`src/rtl/axil_pkg.sv`:
```
// Shared AXI4-Lite definitions: response codes, the command master's state
// encoding and the constant protection value driven on AWPROT/ARPROT.
package axil_pkg;

  typedef enum logic [1:0] {
    RESP_OKAY   = 2'd0,
    RESP_EXOKAY = 2'd1,
    RESP_SLVERR = 2'd2,
    RESP_DECERR = 2'd3
  } axi_resp_e;

  typedef enum logic [2:0] {
    IDLE    = 3'd0,
    WR_ADDR = 3'd1,
    WR_RESP = 3'd2,
    RD_ADDR = 3'd3,
    RD_DATA = 3'd4,
    RSP     = 3'd5
  } state_e;

  localparam logic [2:0] AXI_PROT = 3'b000;

  // States in which the master is waiting on the slave and the watchdog runs.
  function automatic logic in_wait(state_e s);
    return (s inside {WR_ADDR, WR_RESP, RD_ADDR, RD_DATA});
  endfunction

endpackage

```
`src/rtl/axil_cmd_master.sv`:
```
// AXI4-Lite initiator: turns one command/response handshake into a single
// AXI4-Lite write or read, with a sticky watchdog for unresponsive slaves.
module axil_cmd_master
  import axil_pkg::*;
#(
  parameter int TIMEOUT_CYCLES = 1024
) (
  input  logic        clk,
  input  logic        resetn,

  input  logic        cmd_valid,
  output logic        cmd_ready,
  input  logic        cmd_write,
  input  logic [31:0] cmd_addr,
  input  logic [31:0] cmd_wdata,
  input  logic [3:0]  cmd_wstrb,

  output logic        rsp_valid,
  input  logic        rsp_ready,
  output logic        rsp_write,
  output logic [31:0] rsp_rdata,
  output logic [1:0]  rsp_resp,

  output logic        busy,
  output logic        timeout_err,

  output logic [31:0] M_AXI_AWADDR,
  output logic        M_AXI_AWVALID,
  input  logic        M_AXI_AWREADY,
  output logic [2:0]  M_AXI_AWPROT,

  output logic [31:0] M_AXI_WDATA,
  output logic [3:0]  M_AXI_WSTRB,
  output logic        M_AXI_WVALID,
  input  logic        M_AXI_WREADY,

  input  logic [1:0]  M_AXI_BRESP,
  input  logic        M_AXI_BVALID,
  output logic        M_AXI_BREADY,

  output logic [31:0] M_AXI_ARADDR,
  output logic        M_AXI_ARVALID,
  input  logic        M_AXI_ARREADY,
  output logic [2:0]  M_AXI_ARPROT,

  input  logic [31:0] M_AXI_RDATA,
  input  logic [1:0]  M_AXI_RRESP,
  input  logic        M_AXI_RVALID,
  output logic        M_AXI_RREADY
);

  // Counter just wide enough to hold TIMEOUT_CYCLES; 0 disables the watchdog.
  localparam int              WD_W     = (TIMEOUT_CYCLES > 0) ? $clog2(TIMEOUT_CYCLES + 1) : 1;
  localparam logic [WD_W-1:0] WD_LIMIT = WD_W'(TIMEOUT_CYCLES);
  localparam bit              WD_EN    = (TIMEOUT_CYCLES > 0);

  state_e          state;
  logic            aw_done;
  logic            w_done;
  logic [WD_W-1:0] wd_cnt;
  logic [WD_W-1:0] wd_next;

  logic aw_fire;
  logic w_fire;
  logic b_fire;
  logic ar_fire;
  logic r_fire;

  assign aw_fire = M_AXI_AWVALID && M_AXI_AWREADY;
  assign w_fire  = M_AXI_WVALID  && M_AXI_WREADY;
  assign b_fire  = M_AXI_BVALID  && M_AXI_BREADY;
  assign ar_fire = M_AXI_ARVALID && M_AXI_ARREADY;
  assign r_fire  = M_AXI_RVALID  && M_AXI_RREADY;

  assign wd_next      = wd_cnt + WD_W'(1);
  assign cmd_ready    = (state == IDLE);
  assign M_AXI_AWPROT = AXI_PROT;
  assign M_AXI_ARPROT = AXI_PROT;

  // NOTE: sequential state uses non-blocking assignments so every register
  // samples pre-edge values regardless of statement order in this block.
  always_ff @(posedge clk) begin
    if (!resetn) begin
      state         <= IDLE;
      busy          <= 1'b0;
      aw_done       <= 1'b0;
      w_done        <= 1'b0;
      wd_cnt        <= '0;
      timeout_err   <= 1'b0;
      M_AXI_AWADDR  <= '0;
      M_AXI_AWVALID <= 1'b0;
      M_AXI_WDATA   <= '0;
      M_AXI_WSTRB   <= '0;
      M_AXI_WVALID  <= 1'b0;
      M_AXI_BREADY  <= 1'b0;
      M_AXI_ARADDR  <= '0;
      M_AXI_ARVALID <= 1'b0;
      M_AXI_RREADY  <= 1'b0;
      rsp_valid     <= 1'b0;
      rsp_write     <= 1'b0;
      rsp_rdata     <= '0;
      rsp_resp      <= RESP_OKAY;
    end else begin
      unique case (state)
        IDLE: begin
          if (cmd_valid) begin
            M_AXI_AWADDR <= cmd_addr;
            M_AXI_ARADDR <= cmd_addr;
            M_AXI_WDATA  <= cmd_wdata;
            M_AXI_WSTRB  <= cmd_wstrb;
            busy         <= 1'b1;
            if (cmd_write) begin
              M_AXI_AWVALID <= 1'b1;
              M_AXI_WVALID  <= 1'b1;
              aw_done       <= 1'b0;
              w_done        <= 1'b0;
              state         <= WR_ADDR;
            end else begin
              M_AXI_ARVALID <= 1'b1;
              state         <= RD_ADDR;
            end
          end
        end

        // AW and W retire independently; B is only accepted once both have.
        WR_ADDR: begin
          if (aw_fire) begin
            M_AXI_AWVALID <= 1'b0;
            aw_done       <= 1'b1;
          end
          if (w_fire) begin
            M_AXI_WVALID <= 1'b0;
            w_done       <= 1'b1;
          end
          if ((aw_done || aw_fire) && (w_done || w_fire)) begin
            M_AXI_BREADY <= 1'b1;
            state        <= WR_RESP;
          end
        end

        WR_RESP: begin
          if (b_fire) begin
            M_AXI_BREADY <= 1'b0;
            rsp_resp     <= M_AXI_BRESP;
            rsp_rdata    <= '0;
            rsp_write    <= 1'b1;
            rsp_valid    <= 1'b1;
            state        <= RSP;
          end
        end

        RD_ADDR: begin
          if (ar_fire) begin
            M_AXI_ARVALID <= 1'b0;
            M_AXI_RREADY  <= 1'b1;
            state         <= RD_DATA;
          end
        end

        RD_DATA: begin
          if (r_fire) begin
            M_AXI_RREADY <= 1'b0;
            rsp_rdata    <= M_AXI_RDATA;
            rsp_resp     <= M_AXI_RRESP;
            rsp_write    <= 1'b0;
            rsp_valid    <= 1'b1;
            state        <= RSP;
          end
        end

        RSP: begin
          if (rsp_ready) begin
            rsp_valid <= 1'b0;
            busy      <= 1'b0;
            state     <= IDLE;
          end
        end

        default: state <= IDLE;
      endcase

      // Watchdog only flags; the transaction keeps waiting as AXI requires.
      if (state == IDLE) begin
        if (cmd_valid) wd_cnt <= '0;
      end else if (WD_EN && in_wait(state) && (wd_cnt != WD_LIMIT)) begin
        wd_cnt <= wd_next;
        if (wd_next == WD_LIMIT) timeout_err <= 1'b1;
      end
    end
  end

endmodule

```
`config.mk`:
```
export PLATFORM = sky130hd
export DESIGN_NAME = axil_cmd_master
export DESIGN_NICKNAME = d
export VERILOG_FILES = /design/src/rtl/axil_pkg.sv /design/src/rtl/axil_cmd_master.sv
export SDC_FILE = /design/constraint.sdc
export NUM_CORES = 1
export LEC_CHECK = 0
export ABC_AREA = 1
export CORE_ASPECT_RATIO = 0.75
export CORE_MARGIN = 5
export CORE_UTILIZATION = 44
export DETAILED_ROUTE_END_ITERATION = 16
export PLACE_DENSITY = 0.86
export SLEW_MARGIN = 40
export SYNTH_ARGS = -nofsm -noshare
export SYNTH_HDL_FRONTEND = slang
export SYNTH_SLANG_ARGS = --single-unit
```
`constraint.sdc`:
```
create_clock -name clk -period 2.35 [get_ports clk]
set_input_delay 0.3525 -clock clk [delete_from_list [all_inputs] [get_ports clk]]
set_output_delay 0.3525 -clock clk [all_outputs]
set_load 0.02 [all_outputs]
```
# [Yosys cells after proc, flatten, opt, wreduce, memory -nomap -nowiden]
# Index checks and enable logic that the tools add are counted.
[totals] register_bits=127 inputBits=114
[op_classes] n_addsub=1 n_eq_ne=17 n_mux=46 bitwise=1 n_reduce_logical=31
[ops] cell="2-to-1 mux 32 bit" n=2
[ops] cell="case mux 32 bit (2 select lines)" n=1
[ops] cell="2-to-1 mux 11 bit" n=3
[ops] cell="2-to-1 mux 1 bit" n=19
[ops] cell="2-to-1 mux 3 bit" n=6
[ops] cell="inequality test 2 bit (second input constant)" n=9
[ops] cell="case mux 1 bit (2 select lines)" n=9
[ops] cell="case mux 3 bit (6 select lines)" n=1
[ops] cell="AND reduction 4 bit" n=4
[ops] cell="AND reduction 3 bit" n=5
[ops] cell="nonzero test 2 bit" n=7
[ops] cell="adder 11 x 1 -> 11 bit (second input constant)" n=1
[ops] cell="equality test 11 bit (second input constant)" n=1
[ops] cell="inequality test 11 bit (second input constant)" n=1
[ops] cell="logical AND 1 bit" n=7
[ops] cell="equality test 3 x 2 -> 1 bit (second input constant)" n=2
[ops] cell="equality test 3 bit (second input constant)" n=2
[ops] cell="2-to-1 mux 2 bit" n=3
[ops] cell="AND reduction 6 bit" n=1
[ops] cell="case mux 2 bit (2 select lines)" n=1
[ops] cell="AND reduction 2 bit" n=2
[ops] cell="nonzero test 4 bit" n=1
[ops] cell="equality test 3 x 1 -> 1 bit (second input constant)" n=1
[ops] cell="zero test 3 bit" n=1
[ops] cell="other kinds (5)" n=6

# [Depth between registers and ports, before layout]
# Gate-level depths: netlist of the first run.
[logic_depth] depth_word=5 depth_mapped=10 mapped_depth_nobuf=10

# [Worst setup path after synthesis of the first run]
# OpenSTA, ideal clock, no wires.
[synth_timing] path_type="register to register" start="reg state[1]" end="reg rsp_rdata[20]" setup_ns=0.071 t_arrival_ns=1.358 required_time_ns=2.279 setup_slack_ns=0.921 stages_incl_launch_ff=11 n_path_buf=2 synth_period_minus_slack_ns=1.429 path_cell_list="dfxtp_1 inv_2 nand3_4 inv_4 nand2_4 nand3_4 inv_2 buf_6 buf_12 nand3_2 a21oi_2"
[synth_between] elab_chain_len=3
[synth_lines] item="start, declared" line_no="axil_cmd_master.sv:57" rtl="state_e state;"
[synth_lines] item="start signal, assigned" line_no="axil_cmd_master.sv:84" rtl="state <= IDLE;"
[synth_lines] item="start signal, assigned" line_no="axil_cmd_master.sv:117" rtl="state <= WR_ADDR;"
[synth_lines] item="start signal, assigned" line_no="axil_cmd_master.sv:120" rtl="state <= RD_ADDR;"
[synth_lines] item="equality test 3 bit / equality test 3 x 2 -> 1 bit (equally long branches)" line_no="axil_cmd_master.sv:104" rtl="unique case (state)"
[synth_lines] item="inequality test 2 bit (no source line) / nonzero test 2 bit (equally long branches)"
[synth_lines] item="AND reduction 3 bit (no source line)"
[synth_lines] item="end signal, assigned" line_no="axil_cmd_master.sv:101" rtl="rsp_rdata <= '0;"
[synth_lines] item="end signal, assigned" line_no="axil_cmd_master.sv:145" rtl="rsp_rdata <= '0;"
[synth_lines] item="end signal, assigned" line_no="axil_cmd_master.sv:163" rtl="rsp_rdata <= M_AXI_RDATA;"
[synth_lines] item="end, declared" line_no="axil_cmd_master.sv:21" rtl="output logic [31:0] rsp_rdata,"
# Parallel ways exist; a longest one is shown, timed or not.
# A chain may end at the register's enable or synchronous reset.

# [Worst setup path in the final report of the first run]
[layout_timing] start="reg state[2]" end="out cmd_ready"
[layout_between] elab_chain_len=1
[layout_lines] item="zero test 3 bit" line_no="axil_cmd_master.sv:76" rtl="assign cmd_ready = (state == IDLE);"
[layout_lines] item="end, declared" line_no="axil_cmd_master.sv:12" rtl="output logic cmd_ready,"
# No other way between the ends.

==> metrics.csv, run 1 <==
stage,metric,value,unit
cts,"Clk Latency, worst-skew pair",0.40,ns
floorplan,Initial Utilization,0.4487,
placement,Setup WS pre-CTS,0.2849,ns
pwr,leakage,3.268,nW
sta,Final Hold Viols,0,
grt,antenna violations before repair,0,
synthesis,Post-synth top flop,dfxtp_1,
cts,CTS tree,done,
synthesis,syn avg cell area,7.684,um^2
route,Iteration-0 DRC Markers,295,
hold_path,Hold Crit Class,reg2reg,
flow_run,max cap viols,0,
sta,RSZ-0062 raised after global routing,no,
cts,Worst-path clk slew,0.06,ns
synthesis,Unique masters post-synth,32,
sta,Setup Skew,0.007947,ns
sta,"Min Clock Period, post-route",2.201,ns
critical_path,CP max FO,8,
cts,CTS Buffer Depth,2,
final_layout,Post-Layout Cell Count,1108,
pwr,pwr/cell area,1158,mW/mm^2
route,WL/cell,14.94,um
cts,Num CTS Buffers,17,
route,number of routed nets with antenna violations,0,
sta,Final Cycle Share,0.9365,
floorplan,io pins,264,
placement,Post-DP Area,0.007910,mm^2
route,Via density,4.865,
synthesis,synth warn,0,
synthesis,Mapped Area,0.005502,mm^2
grt,vias in the first global route,5110,
critical_path,crit path kind,reg2out,
sta,relative slew slack,0.5169,
sta,fmax,454.4,MHz
grt,GRT overflow,0,
route,DRC viols,0,
final_layout,Ant. Diodes,0,
synthesis,Cells after Synth,716,
floorplan,Die W,139.1,um
floorplan,Core Rows,35,
critical_path,worst setup path endpoint,cmd_ready,
critical_path,Critical Path AT,1.85,ns
route,vias,5390,
critical_path,reg2reg end,wd_cnt[9]$_SDFFE_PN0P_,
critical_path,R2R depth,7,
synthesis,"top cells by count, synth","nor2_1, dfxtp_1, nand2_1, o21ai_0, buf_4",
pwr,VDD IR max,967.1,uV
final_layout,synthesis-to-layout area growth,55.24,%
sta,sum of negative setup slack,0,ns
status,status,finished clean,
synthesis,sequential share of the synthesized area,0.4621,
synthesis,Synth async-reset ratio,0,
cts,Root Buffer,clkbuf_16,
critical_path,worst reg2reg setup slack,0.33,ns
final_layout,nets,1046,
critical_path,r2r startpoint,state[2]$_SDFFE_PN0P_,
cts,# hold bufs at CTS,0,
final_layout,Final Instance Area,0.008541,mm^2
critical_path,crit path from,state[2]$_SDFFE_PN0P_,
synthesis,post-synthesis register bit count,127,
cts,Num Clock Sinks,127,
sta,Tightest Pin Transition,0.7220,ns
cts,post_cts resized,0,
sta,Max Slew Vio Count,0,
critical_path,Worst Path Required,2.00,ns
route,1st-pass router iterations,7,
synthesis,Yosys top cell by area,dfxtp_1,
critical_path,CP Capture Type,output port,
grt,largest net degree at the start of global routing,52,
synthesis,share of the synthesized area in the top cell type,0.4621,
grt,All-Layer GR Usage,0.2160,
grt,first-pass GRT wire length,26.16,mm
cts,# H-tree levels,4,
placement,Detailed Place HPWL,11.67,mm
sta,Final WS setup,0.1491,ns
floorplan,die area,0.01486,mm^2
final_layout,share of cells above drive strength 1,0.1040,
placement,routability cong.,0.8316,
critical_path,element type at the critical path start,register,
placement,Port Buffer Count,257,
floorplan,CORE AREA,0.01226,mm^2
synthesis,"EDFF count, synth",0,
route,total wire length,16.56,mm
synthesis,"top cells by area, synth","dfxtp_1, nor2_1, nand2_1",
placement,placed cell count,1076,
sta,setup violators final,0,
cts,Setup Buffers After CTS,0,
floorplan,Die Span Y,106.8,um
synthesis,most common cell in the netlist,nor2_1,
## per-stage QoR
step	total power, mW	util	hold WS [ns]
5_1_grt	10.40	0.6965	0.4800
6_report	9.892	0.6965	0.4574
2_1_floorplan	5.586	-	0.4407
3_3_place_gp	7.069	0.6451	0.4398
4_1_cts	9.949	0.6965	0.4488
3_5_place_dp	7.129	0.6451	0.4501
## worst min-delay path by stage
stage,startpoint,to,slack [ns],cells past startpoint
2_1_floorplan,aw_done$_SDFFE_PN0P_,aw_done$_SDFFE_PN0P_,0.44,2
3_3_place_gp,timeout_err$_SDFFE_PN0P_,timeout_err$_SDFFE_PN0P_,0.44,2
3_5_place_dp,timeout_err$_SDFFE_PN0P_,timeout_err$_SDFFE_PN0P_,0.45,2
4_1_cts,resetn,M_AXI_ARADDR[26]$_SDFFE_PN0P_,0.45,4
5_1_grt,resetn,M_AXI_ARADDR[9]$_SDFFE_PN0P_,0.48,4
6_report,timeout_err$_SDFFE_PN0P_,timeout_err$_SDFFE_PN0P_,0.46,2
## critical path, stage by stage, from the launching register on
cell and delay [ns]:
dfxtp_1 0.44, nor2_4 0.23, nand2_4 0.09, inv_1 0.08, clkdlybuf4s50_1 0.60
## cell type report
type / instances / area (um^2)
Clock buffer: 19 / 442.9
Inverter: 29 / 111.4
Sequential cell: 127 / 2542
Multi-Input combinational cell: 486 / 2361
Clock inverter: 13 / 187.7
Tap cell: 166 / 207.7
Fill cell: 989 / 3721
Timing Repair Buffer: 268 / 2688
## flip-flops by register name (all words and copies together) (netlist names), 2 cells and up
register,flops
rsp_resp,2
wd_cnt,11
M_AXI_WDATA,32
state,3
rsp_rdata,32
M_AXI_ARADDR,32
M_AXI_WSTRB,4
## kinds of logic (layout without fill, tap and decap cells)
logic type / count (synthesis) / after routing / synth area share
flip-flops: 127 / 127 / 0.4621
buffers and inverters: 108 / 329 / 0.1121
AO/OA/AOI/OAI: 133 / 133 / 0.1365
AND/OR/NAND/NOR: 343 / 343 / 0.2802
other: 1 / 6 / 0.0006816
XOR/XNOR: 1 / 1 / 0.001592
adder cells (fa/ha/maj): 3 / 3 / 0.006824
## power by group
group	switching [mW]	internal, mW	total [mW]
Sequential	0.348	2.65	2.99
Combinational	2.39	1.72	4.11
Clock	0.979	1.81	2.79
## per-layer routing
layer,wire length [um],global-route usage
met1,7037,0.2624
met2,8064,0.3690
met3,1100,0.05885
met4,354,0.07961
met5,0,0
## placed cells by master, fill, tap and decap left out, drive strengths merged
| master | n |
|---|---|
| a21oi | 55 |
| a31oi | 2 |
| buf | 12 |
| bufinv | 4 |
| clkbuf | 19 |
| clkdlybuf4s50 | 256 |
| clkinv | 5 |
| clkinvlp | 3 |
| conb | 6 |
| dfxtp | 127 |
| ha | 3 |
| inv | 30 |
| nand2 | 115 |
| nand3 | 54 |
| nand3b | 1 |
| nand4 | 3 |
| nor2 | 165 |
| nor3 | 3 |
| o211a | 1 |
| o21ai | 74 |
| o21bai | 1 |
| or2 | 2 |
| xnor2 | 1 |
Power figures use the tool's default switching activity.
==> inputs of run 2 (changes only) <==
--- a/config.mk
+++ b/config.mk
@@ -6,7 +6,7 @@
 export NUM_CORES = 1
 export LEC_CHECK = 0
 export ABC_AREA = 1
-export CORE_ASPECT_RATIO = 0.75
+export CORE_ASPECT_RATIO = 0.9
 export CORE_MARGIN = 5
 export CORE_UTILIZATION = 44
 export DETAILED_ROUTE_END_ITERATION = 16
==> metrics.csv, run 2 (synthesized netlist as in run 1, its figures left out) <==
stage,metric,value,unit,change
route,DRC viols,0,,unchanged
hold_path,WHS Path Cells,3,,+1
pwr,leakage,3.228,nW,-1.2%
cts,CTS Buffer Depth,2,,unchanged
critical_path,reg2reg end,wd_cnt[0]$_SDFFE_PN0P_,,
route,Iteration-0 DRC Markers,307,,+4.1%
floorplan,Die Span Y,116.1,um,+8.6%
final_layout,nets,1044,,-0.19%
final_layout,multi-input logic area,0.002361,mm^2,unchanged
final_layout,"commonest cells after routing, fill and taps aside","clkdlybuf4s50_1, nor2_1, dfxtp_1, nand2_1, o21ai_0",,
placement,Port Buffer Count,257,,unchanged
grt,vias in the first global route,5336,,+4.4%
grt,All-Layer GR Usage,0.2239,,+0.007896
sta,fmax,448.5,MHz,-1.3%
final_layout,"most common cell after layout, fill and taps aside",clkdlybuf4s50_1,,
critical_path,element type at the critical path start,register,,
pwr,Sw Ratio,0.3814,,+0.005204
cts,# H-tree levels,4,,unchanged
pwr,total internal power,5.978,mW,-3.1%
cts,Num CTS Buffers,17,,unchanged
sta,Final Hold Viols,0,,unchanged
sta,relative slew slack,0.4837,,-0.03318
sta,setup violators final,0,,unchanged
critical_path,crit path kind,reg2out,,
final_layout,share of cells above drive strength 1,0.1000,,-0.004034
status,status,finished clean,,
placement,Detailed Place HPWL,11.87,mm,+1.7%
critical_path,worst reg2reg setup slack,0.42,ns,+0.09 ns
route,number of routed nets with antenna violations,0,,unchanged
pwr,pwr/cell area,1142,mW/mm^2,-1.4%
floorplan,Core Rows,38,,+8.6%
flow_run,max cap viols,0,,unchanged
cts,Num Clock Sinks,127,,unchanged
cts,Worst-path clk slew,0.06,ns,about the same
sta,Tightest Pin Transition,0.7716,ns,+0.04959 ns
route,WL/cell,15.22,um,+1.8%
cts,Setup Buffers After CTS,0,,unchanged
critical_path,Critical Path AT,1.88,ns,+0.03 ns
floorplan,Die W,127.9,um,-8.1%
floorplan,CORE AREA,0.01217,mm^2,-0.73%
pwr,Psw,3.685,mW,-0.97%
critical_path,CP max FO,8,,unchanged
final_layout,top flop regs,"M_AXI_ARADDR (32), M_AXI_WDATA (32), rsp_rdata (32)",,
sta,Final WS setup,0.1205,ns,-0.02861 ns
route,1st-pass router iterations,4,,-3
route,vias,5327,,-1.2%
critical_path,worst-path cell chain,nor2_4 -> nand2_4 -> inv_1 -> clkdlybuf4s50_1,,
grt,first-pass GRT wire length,26.47,mm,+1.2%
sta,"Min Clock Period, post-route",2.229,ns,+0.02861 ns
critical_path,Worst Path Required,2.00,ns,about the same
critical_path,Crit-path slowest cell,clkdlybuf4s50_1,,
hold_path,Hold Crit Start,resetn,,
final_layout,post-layout util,0.6952,,-0.001321
final_layout,Final Instance Area,0.008462,mm^2,-0.92%
critical_path,CP bufs+invs,2,,unchanged
pwr,VDD IR max,843.1,uV,-13%
sta,Max Slew Vio Count,0,,unchanged
floorplan,die area,0.01484,mm^2,-0.14%
hold_path,Hold Crit Class,in2reg,,
cts,CTS tree,done,,
final_layout,Ant. Diodes,0,,unchanged
critical_path,CP max stage delay,0.61,ns,about the same
sta,Setup Skew,0.01027,ns,+0.002327 ns
floorplan,Initial Utilization,0.4520,,+0.003321
final_layout,Reg area,0.002542,mm^2,unchanged
placement,Setup WS pre-CTS,0.4019,ns,+0.1170 ns
route,Via density,4.843,,-0.45%
cts,# hold bufs at CTS,0,,unchanged
pwr,Sequential Power Share,0.310,,+0.007
placement,Post-DP Area,0.007875,mm^2,-0.44%
sta,Final Cycle Share,0.9487,,+0.01217
cts,Root Buffer,clkbuf_16,,
critical_path,CP top delay family,buffers and inverters,,
critical_path,R2R depth,8,,+1
placement,routability cong.,0.8036,,-3.4%
hold_path,Hold Path Sink,rsp_rdata[0]$_SDFFE_PN0P_,,
route,total wire length,16.74,mm,+1.1%
floorplan,io pins,264,,unchanged
final_layout,# fillers,1022,,+3.3%
pwr,Gate power share,0.424,,+0.008
critical_path,CP Capture Type,output port,,
grt,antenna violations before repair,0,,unchanged
pwr,clock power share,0.266,,-0.016
cts,post_cts resized,0,,unchanged
grt,GRT overflow,0,,unchanged
cts,"Clk Latency, worst-skew pair",0.41,ns,about the same
sta,sum of negative setup slack,0,ns,unchanged
final_layout,synthesis-to-layout area growth,53.81,%,
critical_path,r2r startpoint,state[1]$_SDFFE_PN0P_,,
grt,largest net degree at the start of global routing,78,,+50%
sta,RSZ-0062 raised after global routing,no,,
run 2: changes by cell type in the layout (fill, tap and decap cells not counted):
| cell | before | now |
|---|---|---|
| clkinv_4 | 3 | 1 |
| clkbuf_1 | 1 | 3 |
| clkbuf_8 | 1 | 3 |
| buf_12 | 3 | 2 |
| inv_6 | 1 | 0 |
| buf_4 | 8 | 7 |
| clkinvlp_4 | 3 | 4 |
| bufinv_16 | 4 | 2 |
run 2: metal layers:
layer | global-route usage | vias up | routed length, um
met5 | 0 | - | 0
met4 | 0.09618 | 0 | 571
met2 | 0.3709 | 178 | 8234
met3 | 0.07696 | 43 | 1042
li1 | - | 2678 | -
met1 | 0.2657 | 2428 | 6890
run 2: tightest hold or removal path: cells and delay by family:
family / cells / cell delay, ns
buf+inv: 2 / 0.28
compound gates: 1 / 0.16
run 2: cell type report:
cell class | count | area share
clock buffers | 23 | 0.05648
flip-flops and latches | 127 | 0.3005
well taps | 160 | 0.02366
multi-input cells | 486 | 0.2790
repair buffers | 266 | 0.3144
inverters | 29 | 0.01316
clock inverters | 9 | 0.01286
run 2: worst max-delay path by stage:
stage | start | end | slack, ns | cells past startpoint
finish | state[2]$_SDFFE_PN0P_ | cmd_ready | 0.12 | 4
global route | state[2]$_SDFFE_PN0P_ | cmd_ready | 0.03 | 4
CTS | state[2]$_SDFFE_PN0P_ | cmd_ready | 0.1 | 4
detailed placement | cmd_valid | M_AXI_WVALID$_SDFFE_PN0P_ | 0.40 | 9
global placement | cmd_valid | M_AXI_WVALID$_SDFFE_PN0P_ | 0.41 | 9
floorplan | state[1]$_SDFFE_PN0P_ | rsp_rdata[20]$_SDFFE_PN0P_ | 0.92 | 10
run 2: power groups by stage:
stage	Combinational [mW]	Clock [mW]	Sequential, mW
final	4.10	2.57	3.00
after global routing	4.43	2.72	3.07
after floorplan	2.10	0	3.49
after global placement	4.07	0	3.02
after detailed placement	4.11	0	3.02
after CTS	4.13	2.62	3.01
run 2: per-stage QoR:
step	power, mW	hold WS [ns]	instances
after floorplan	5.586	0.4407	721
after global placement	7.093	0.4371	1068
after detailed placement	7.129	0.4499	1068
after CTS	9.760	0.4315	1100
after global routing	10.22	0.4694	1100
final	9.663	0.4412	1100
